$ cat src/rtl/fft_frame_deserializer.sv
// Word-serial to frame-parallel deserializer feeding the parallel FFT core.
// Complex (re/im interleaved) or real-only frames; valid/ready on both sides, one-frame skid.
module fft_frame_deserializer #(
   parameter int unsigned IN_W     = 16,
   parameter int unsigned N_POINTS = 8,
   parameter int unsigned CNT_W    = $clog2(2*N_POINTS)+1
) (
   input  logic                         clk,
   input  logic                         reset,
   input  logic                         real_mode,
   input  logic                         in_valid,
   output logic                         in_ready,
   input  logic [IN_W-1:0]              in_data,
   output logic                         out_valid,
   input  logic                         out_ready,
   output logic [N_POINTS*2*IN_W-1:0]   out_data,
   output logic                         out_real,
   output logic                         mode_err
);

   localparam int unsigned SMP_W   = 2*IN_W;
   localparam int unsigned FRAME_W = N_POINTS*SMP_W;
   localparam int unsigned SIDX_W  = $clog2(N_POINTS);

   logic [CNT_W-1:0]   r_cnt;
   logic [FRAME_W-1:0] r_asm;
   logic               r_frame_mode;
   logic               r_in_ready;
   logic               r_mode_err;
   logic               r_out_valid;
   logic [FRAME_W-1:0] r_out_data;
   logic               r_out_real;

   logic               w_first;
   logic               w_acc;
   logic               w_mode;
   logic               w_last;
   logic               w_pend;
   logic               w_out_take;
   logic [SIDX_W-1:0]  w_sidx;
   logic [FRAME_W-1:0] w_asm_next;

   assign w_pend     = ~r_in_ready;
   assign w_first    = (r_cnt == '0);
   assign w_acc      = in_valid & r_in_ready;
   assign w_mode     = w_first ? real_mode : r_frame_mode;
   assign w_last     = w_acc & (w_mode ? (r_cnt == CNT_W'(N_POINTS-1))
                                       : (r_cnt == CNT_W'(2*N_POINTS-1)));
   assign w_out_take = r_out_valid & out_ready;
   assign w_sidx     = w_mode ? SIDX_W'(r_cnt) : SIDX_W'(r_cnt >> 1);

   // Assembly image with the current word merged; real frames zero the imag half of
   // each sample as its real word arrives, so no stale data survives between frames.
   always_comb begin
      w_asm_next = r_asm;
      for (int k = 0; k < int'(N_POINTS); k++) begin
         if (w_acc && (SIDX_W'(k) == w_sidx)) begin
            if (w_mode) begin
               w_asm_next[k*SMP_W+IN_W +: IN_W] = in_data;
               w_asm_next[k*SMP_W      +: IN_W] = '0;
            end else if (r_cnt[0]) begin
               w_asm_next[k*SMP_W      +: IN_W] = in_data;
            end else begin
               w_asm_next[k*SMP_W+IN_W +: IN_W] = in_data;
            end
         end
      end
   end

   // Input side: word counter, assembly register, frame mode latch, mode error pulse.
   always_ff @(posedge clk or posedge reset) begin
      if (reset) begin
         r_cnt        <= '0;
         r_asm        <= '0;
         r_frame_mode <= 1'b0;
         r_mode_err   <= 1'b0;
      end else begin
         r_mode_err <= w_acc & ~w_first & (real_mode != r_frame_mode);
         if (w_acc) begin
            r_asm <= w_asm_next;
            r_cnt <= w_last ? '0 : r_cnt + CNT_W'(1);
            if (w_first) begin
               r_frame_mode <= real_mode;
            end
         end
      end
   end

   // Output side: the assembly register doubles as the pending frame, since input
   // is stalled until the pending frame has moved to the output.
   always_ff @(posedge clk or posedge reset) begin
      if (reset) begin
         r_out_valid <= 1'b0;
         r_out_data  <= '0;
         r_out_real  <= 1'b0;
         r_in_ready  <= 1'b1;
      end else begin
         if (w_pend && w_out_take) begin
            r_out_data  <= r_asm;
            r_out_real  <= r_frame_mode;
            r_out_valid <= 1'b1;
            r_in_ready  <= 1'b1;
         end else if (w_last && (!r_out_valid || out_ready)) begin
            r_out_data  <= w_asm_next;
            r_out_real  <= w_mode;
            r_out_valid <= 1'b1;
         end else if (w_last) begin
            r_in_ready  <= 1'b0;
         end else if (w_out_take) begin
            r_out_valid <= 1'b0;
         end
      end
   end

   assign in_ready  = r_in_ready;
   assign out_valid = r_out_valid;
   assign out_data  = r_out_data;
   assign out_real  = r_out_real;
   assign mode_err  = r_mode_err;

endmodule

$ cat config.mk
export PLATFORM = sky130hd
export DESIGN_NAME = fft_frame_deserializer
export DESIGN_NICKNAME = d
export VERILOG_FILES = /design/src/rtl/fft_frame_deserializer.sv
export SDC_FILE = /design/constraint.sdc
export NUM_CORES = 1
export LEC_CHECK = 0
export BUFFER_PORTS_ARGS = -buffer_cell sky130_fd_sc_hd__clkbuf_2
export CAP_MARGIN = 20
export CORE_ASPECT_RATIO = 0.6
export CORE_MARGIN = 3
export CORE_UTILIZATION = 57
export DETAILED_ROUTE_END_ITERATION = 8
export PLACE_DENSITY = 0.79
export SLEW_MARGIN = 30
export SYNTH_ARGS = -nofsm -noshare
export SYNTH_HDL_FRONTEND = slang
export SYNTH_SLANG_ARGS = --single-unit
$ cat constraint.sdc
create_clock -name clk -period 24 [get_ports clk]
set_input_delay 3.6 -clock clk [delete_from_list [all_inputs] [get_ports clk]]
set_output_delay 3.6 -clock clk [all_outputs]
set_load 0.01 [all_outputs]
==> results of run 1 <==
## worst min-delay path, cell delays in order (launching register included)
cell and delay, ns:
dfrtp_1 0.34, nand2_1 0.05, nand2_1 0.05
## sequential cells by signal (all words and copies together), names as in the netlist
name	cells
in_ready	1
r_cnt	5
r_asm	256
out_valid	1
out_data	256
r_frame_mode	1
out_real	1
mode_err	1
## final cells by class
class,instances,area [µm²]
inverter,36,143
multi-input combinational,1129,7130
timing repair buffer,308,1650
clock inverter,11,209
sequential,522,13100
antenna,2,5.00
fill,2618,11400
clock buffer,67,1320
tap,467,584
## report_power, final
part | switching [mW] | total [mW] | leakage [nW] | internal (mW)
Combinational | 0.0334 | 0.0362 | 5.06 | 0.00289
Clock | 0.320 | 0.756 | 0.745 | 0.436
Sequential | 0 | 0.880 | 7.29 | 0.880
## logic make-up (layout without fill, tap and decap cells)
| logic type | Yosys count | in the layout | share of synthesized area (%) |
|---|---|---|---|
| and+or+nand+nor | 622 | 622 | 12.6 |
| DFF | 522 | 522 | 62.7 |
| AOI/OAI and AO/OA | 367 | 367 | 13.6 |
| buffers and inverters | 184 | 422 | 3.55 |
| muxes | 135 | 135 | 7.29 |
| xor gates and xnor gates | 3 | 3 | 0.126 |
| adders and majority gates | 2 | 2 | 0.120 |
| other | 0 | 2 | 0 |
## path summary, 6_finish.rpt
| check | to | cells past startpoint | startpoint |
|---|---|---|---|
| worst min-delay path | out_data[79]$_DFFE_PP0P_ | 2 | r_asm[79]$_DFFE_PP0P_ |
| worst max-delay path | out_data[179]$_DFFE_PP0P_ | 7 | in_valid |
| min in group asynchronous | out_data[121]$_DFFE_PP0P_ | 2 | reset |
| worst max register to register | out_data[225]$_DFFE_PP0P_ | 8 | r_cnt[1]$_DFFE_PP0P_ |
| max in group asynchronous | out_data[21]$_DFFE_PP0P_ | 4 | reset |
| worst min register to register | out_data[79]$_DFFE_PP0P_ | 2 | r_asm[79]$_DFFE_PP0P_ |
## metrics by stage
| step | power [mW] | hold WS [ns] | instance area (µm²) | setup slack [ns] |
|---|---|---|---|---|
| finish | 1.67 | 0.462 | 24100 | 18.43 |
| floorplan | 0.916 | 0.433 | 20800 | 5.82 |
| CTS | 1.68 | 0.457 | 24100 | 18.19 |
| global placement | 0.932 | 0.442 | 22500 | 17.40 |
| detailed placement | 0.933 | 0.454 | 22500 | 17.58 |
| global route | 1.72 | 0.486 | 24100 | 18.31 |
## cell usage after synthesis, types with 3 or more instances
cell / count
and2_1: 14
o21ai_1: 5
nand2b_1: 3
nor2b_1: 5
nor2_1: 19
buf_1: 27
buf_4: 7
buf_2: 19
a32o_1: 16
a22o_1: 97
o211ai_1: 3
dfrtp_1: 521
nor3_1: 3
o21ai_0: 51
clkbuf_1: 95
a221o_1: 49
a21oi_1: 34
nand2_1: 499
or2_2: 3
a22oi_1: 48
a21o_1: 50
and2_0: 5
and3_1: 33
nand3_1: 22
mux2_2: 132
inv_1: 36
## routing by layer
metal  vias up  share of wire, %  GRT usage [%]
li1       6736                 -              -
met1      7921                43           43.5
met2       682                45           44.7
met3       123               9.3           7.62
met4         4               2.8           8.86
met5         -             0.030              0
==> load_flow_metrics.sql, run 1 <==
INSERT INTO impl_metrics (metric_group, metric, value, unit) VALUES
('outcome', 'status', 'complete, no violations', ''),
('setup_path', 'cp_slowest_cell', 'and2_1', ''),
('clock_tree', 'numClockSinks', '522', ''),
('power', 'power_per_cell_area', '69.4', 'nW/µm²'),
('synthesis', 'netlist_area', '20800', 'µm²'),
('detailed_routing', 'route.detailed.wl_per_inst', '22.7', 'µm'),
('worst_hold_path', 'hold_path_class', 'reg -> reg', ''),
('detailed_routing', 'ant_nets_after_route', '0', ''),
('synthesis', 'avgSynthCellArea', '11.4', 'µm²'),
('synthesis', 'synth_cell_types', '55', ''),
('clock_tree', 'htree_levels', '2', ''),
('clock_tree', 'cts_root_buffer', 'clkbuf_16', ''),
('setup_path', 'timing.setup.critical_path_class', 'in -> reg', ''),
('floorplanning', 'pin_count', '281', ''),
('sta', 'finalSetupViolations', '0', ''),
('sta', 'fin_tns_setup', '0', 'ns'),
('place', 'dp_cells', '2462', ''),
('clock_tree', 'postCtsHoldBufs', '0', ''),
('global_route', 'first_global_vias', '15200', ''),
('sta', 'maxSlewViolCount', '0', ''),
('synthesis', 'ff_latch_count_synth', '522', ''),
('final_layout', 'fin_cells', '2542', ''),
('sta', 'rsz0062_at_grt', 'false', ''),
('synthesis', 'yosys.area.top_type_share', '62.5', '%'),
('setup_path', 'critPathMaxFanout', '33', ''),
('detailed_routing', 'drtIter0Drc', '1612', ''),
('sta', 'layout_worst_path_cycle_share', '23.2', '%'),
('setup_path', 'ff2ff_setup_slack', '20.12', 'ns'),
('floorplanning', 'die_height', '154', 'µm'),
('sta', 'fmaxAchievable', '179', 'MHz'),
('final_layout', 'num-nets-final', '2066', ''),
('power', 'vdd.ir_drop.worst', '0.0476', 'mV'),
('clock_tree', 'tritoncts', 'done', ''),
('final_layout', 'commonest_cells_after_routing_fill_and_taps_aside', 'dfrtp_1, nand2_1, clkbuf_2, mux2_2, a22o_1', ''),
('global_route', 'grt_antenna_before_repair', '6', ''),
('synthesis', 'yosys.area.top_type', 'dfrtp_1', ''),
('synthesis', 'most_used_flip_flop_cell_after_synthesis', 'dfrtp_1', ''),
('setup_path', 'critical-path-top-cell-by-count', 'and2_1', ''),
('place', 'dp.final_hpwl', '34900', 'µm'),
('final_layout', 'final_common_cell', 'dfrtp_1', ''),
('sta', 'actual_slew_at_the_worst_max_slew_pin', '0.921', 'ns'),
('floorplanning', 'die_area', '39000', 'µm²'),
('setup_path', 'required', '24.49', 'ns'),
('final_layout', 'signed_area_change_from_the_synthesized_netlist_to_the_final_layout', '15.6', '%'),
('synthesis', 'number_of_enable_type_register_cells_in_the_synthesized_netlist', '0', ''),
('clock_tree', 'clkTransAtPathRegs', '0.06', 'ns'),
('global_route', 'grt_first_pass_wirelength', '90100', 'µm'),
('final_layout', 'layout_cells_sized_above_1', '25.9', '%'),
('detailed_routing', 'postRouteWirelength', '57600', 'µm'),
('final_layout', 'postLayoutCoreUtil', '67.8', '%'),
('synthesis', 'syn-num-nets', '1858', ''),
('setup_path', 'arrival', '6.06', 'ns'),
('clock_tree', 'postCtsSetupBuffers', '0', ''),
('power', 'power.leakage', '13.1', 'nW'),
('synthesis', 'main_area_contributors_after_synthesis', 'dfrtp_1, nand2_1, mux2_2, a22o_1, a221o_1', ''),
('floorplanning', 'core-area', '35500', 'µm²'),
('synthesis', 'synthCells', '1835', ''),
('sta', 'hold_viol_final', '0', ''),
('synthesis', 'ys_warn_count', '0', ''),
('place', 'port_buffers', '280', ''),
('synthesis', 'sequential_cell_area_fraction_in_the_yosys_report', '62.7', '%'),
('floorplanning', 'placement_rows', '53', ''),
('place', 'globalplace.congestion', '0.887', ''),
('global_route', 'grt_max_degree', '129', ''),
('setup_path', 'cell_chain_critical_path', 'clkbuf_2, and2_1, o21ai_2, buf_4, a21oi_4, and2_1, a221o_1', ''),
('detailed_routing', 'post-route-drc-count', '0', ''),
('sta', 'finClkSkew', '0.0304', 'ns'),
('setup_path', 'endpoint_kind', 'flip-flop', ''),
('global_route', 'grt_overflow', '0', ''),
('setup_path', 'cp-start-kind', 'input port', ''),
('clock_tree', 'cts-root-to-sink-buffers', '3', '');
Note: power is estimated with default switching activity, not from simulation.
==> inputs of run 2 (changes only) <==
==> constraint.sdc (replaced) <==
create_clock -name clk -period 5.5 [get_ports clk]
set_input_delay 0.825 -clock clk [delete_from_list [all_inputs] [get_ports clk]]
set_output_delay 0.825 -clock clk [all_outputs]
set_load 0.01 [all_outputs]
==> run 2 against run 1 <==
Largest cell class unchanged. Register-to-register slack lost 18 ns. Worst setup slack lost 17 ns. Critical endpoint is now out_data[180]$_DFFE_PP0P_. Clock skew decreased by 0.0041 ns. Critical path type is now reg -> reg. Global-route usage barely moved.
==> load_flow_metrics.sql, run 2 (same netlist as run 1, synthesis figures left out) <==
INSERT INTO impl_metrics (metric_group, metric, value, unit) VALUES
('power', 'power.leakage', '13.2', 'nW'),
('setup_path', 'ff2ff_setup_slack', '1.69', 'ns'),
('worst_hold_path', 'hold_path_class', 'in -> async', ''),
('place', 'dp.final_hpwl', '35800', 'µm'),
('sta', 'finClkSkew', '0.0263', 'ns'),
('detailed_routing', 'vias', '15400', ''),
('setup_path', 'critPathMaxFanout', '50', ''),
('global_route', 'first_global_vias', '15300', ''),
('detailed_routing', 'post-route-drc-count', '0', ''),
('setup_path', 'cp-start-kind', 'flip-flop', ''),
('clock_tree', 'postCtsSetupBuffers', '0', ''),
('global_route', 'grtUsageTotal', '29.9', '%'),
('clock_tree', 'htree_levels', '2', ''),
('floorplanning', 'core-area', '35500', 'µm²'),
('setup_path', 'endpoint_kind', 'flip-flop', ''),
('global_route', 'grt_overflow', '0', ''),
('sta', 'maxSlewViolCount', '0', ''),
('setup_path', 'timing.setup.critical_path_class', 'reg -> reg', ''),
('power', 'vdd.ir_drop.worst', '0.220', 'mV'),
('place', 'port_buffers', '280', ''),
('detailed_routing', 'drtIter0Drc', '1708', ''),
('floorplanning', 'pin_count', '281', ''),
('floorplanning', 'die_outline_width', '253', 'µm'),
('sta', 'fmaxAchievable', '262', 'MHz'),
('global_route', 'grt_max_degree', '178', ''),
('final_layout', 'signed_area_change_from_the_synthesized_netlist_to_the_final_layout', '16.4', '%'),
('global_route', 'grt_antenna_before_repair', '3', ''),
('sta', 'slew_headroom', '35.3', '%'),
('setup_path', 'arrival', '4.31', 'ns'),
('clock_tree', 'tritoncts', 'done', ''),
('run', 'max_cap_viol_count', '0', ''),
('sta', 'finalSetupViolations', '0', ''),
('clock_tree', 'postCtsHoldBufs', '0', ''),
('clock_tree', 'total_clock_buffers_created_by_cts', '47', ''),
('floorplanning', 'placement_rows', '53', ''),
('final_layout', 'fin_cells', '2554', ''),
('final_layout', 'antenna_cells_inserted', '0', ''),
('final_layout', 'num-nets-final', '2073', ''),
('detailed_routing', 'ant_nets_after_route', '0', ''),
('final_layout', 'final_common_cell', 'dfrtp_1', ''),
('floorplanning', 'die_area', '39000', 'µm²'),
('sta', 'fin_tns_setup', '0', 'ns'),
('setup_path', 'r2r.worst_path.cells', '7', ''),
('clock_tree', 'cts_resized', '0', ''),
('place', 'dp_cells', '2467', ''),
('clock_tree', 'cts_root_buffer', 'clkbuf_16', ''),
('clock_tree', 'clkTransAtPathRegs', '0.07', 'ns'),
('power', 'power_per_cell_area', '305', 'nW/µm²'),
('final_layout', 'layout_cells_sized_above_1', '26.5', '%'),
('global_route', 'grt_first_pass_wirelength', '90000', 'µm'),
('sta', 'finalHoldWorstSlack', '0.277', 'ns'),
('setup_path', 'required', '6.00', 'ns'),
('sta', 'rsz0062_at_grt', 'false', ''),
('detailed_routing', 'vias_per_cell', '6.03', ''),
('outcome', 'status', 'complete, no violations', ''),
('setup_path', 'worst_setup_sp', 'r_cnt[0]$_DFFE_PP0P_', ''),
('setup_path', 'rr_endpoint', 'out_data[180]$_DFFE_PP0P_', ''),
('sta', 'hold_viol_final', '0', ''),
('detailed_routing', 'route.detailed.wl_per_inst', '22.7', 'µm'),
('floorplanning', 'die_height', '154', 'µm'),
('floorplanning', 'floorplan.initialDensity', '58.6', '%'),
('clock_tree', 'numClockSinks', '522', ''),
('clock_tree', 'clkLatencyLatePin', '0.57', 'ns'),
('final_layout', 'commonest_cells_after_routing_fill_and_taps_aside', 'dfrtp_1, nand2_1, clkbuf_2, mux2_2, a22o_1', ''),
('setup_path', 'regToRegStartpoint', 'r_cnt[0]$_DFFE_PP0P_', ''),
('sta', 'post-route-min-period', '3.81', 'ns'),
('detailed_routing', 'postRouteWirelength', '58000', 'µm'),
('clock_tree', 'cts-root-to-sink-buffers', '3', ''),
('place', 'globalplace.congestion', '0.873', ''),
('sta', 'actual_slew_at_the_worst_max_slew_pin', '0.971', 'ns'),
('sta', 'layout_worst_path_cycle_share', '69.3', '%'),
('detailed_routing', 'drtPass1Iterations', '5', '');
==> run 2: cell types whose count changed in the layout (fill, tap and decap cells not counted), sizes merged <==
cell,delta
diode,-2
clkinv,+11
bufinv,-1
buf,+6
clkinvlp,+2
clkbuf,-4
==> run 2: through the flow <==
stage	cell area, µm²	power, mW	util (%)	worst slack (ns)
2_1_floorplan	20800	4.00	-	-2.42
3_3_place_gp	22600	4.07	63.5	1.73
3_5_place_dp	22600	4.08	63.7	1.81
4_1_cts	24200	7.44	68.1	1.78
5_1_grt	24300	7.62	68.2	1.48
6_report	24300	7.40	68.2	1.69
==> run 2: layout make-up <==
type                    count  area [µm²]
flip-flops and latches    522       13100
well taps                 467         584
repair buffers            314        1760
inverters                  36         139
clock buffers              63        1350
fillers                  2595       11300
clock inverters            23         250
multi-input cells        1129        7110
==> run 2: critical path, cell delays in order (launching register included) <==
cell,delay [ns]
dfrtp_2,1.00
clkinv_1,0.23
ha_1,0.31
nor4b_4,0.17
mux2i_2,0.29
a21oi_2,0.81
and2_1,0.65
a221o_1,0.26
==> run 2: worst max-delay path by stage <==
stage,to,slack (ns)
floorplan,mode_err$_DFF_PP0_,-2.42
global placement,out_data[150]$_DFFE_PP0P_,1.73
detailed placement,out_data[190]$_DFFE_PP0P_,1.81
CTS,out_data[190]$_DFFE_PP0P_,1.78
global route,out_data[183]$_DFFE_PP0P_,1.48
finish,out_data[180]$_DFFE_PP0P_,1.69
==> run 2: per-layer routing <==
metal	share of wire, %	track usage [%]	up-vias	routed length (µm)
met2	44	44.1	734	25600
met5	0.040	0	-	23
met4	3.2	9.30	4	1870
met1	43	43.5	7802	24900
li1	-	-	6748	-
met3	9.6	8.28	123	5590
==> run 2: power by group <==
part           switching [mW]  internal (mW)  total (mW)  leakage (nW)
clock                    1.47           1.92        3.40         0.794
sequential                  0           3.84        3.84          7.29
combinational           0.147         0.0177       0.165          5.11
total                    1.62           5.78        7.40          13.2
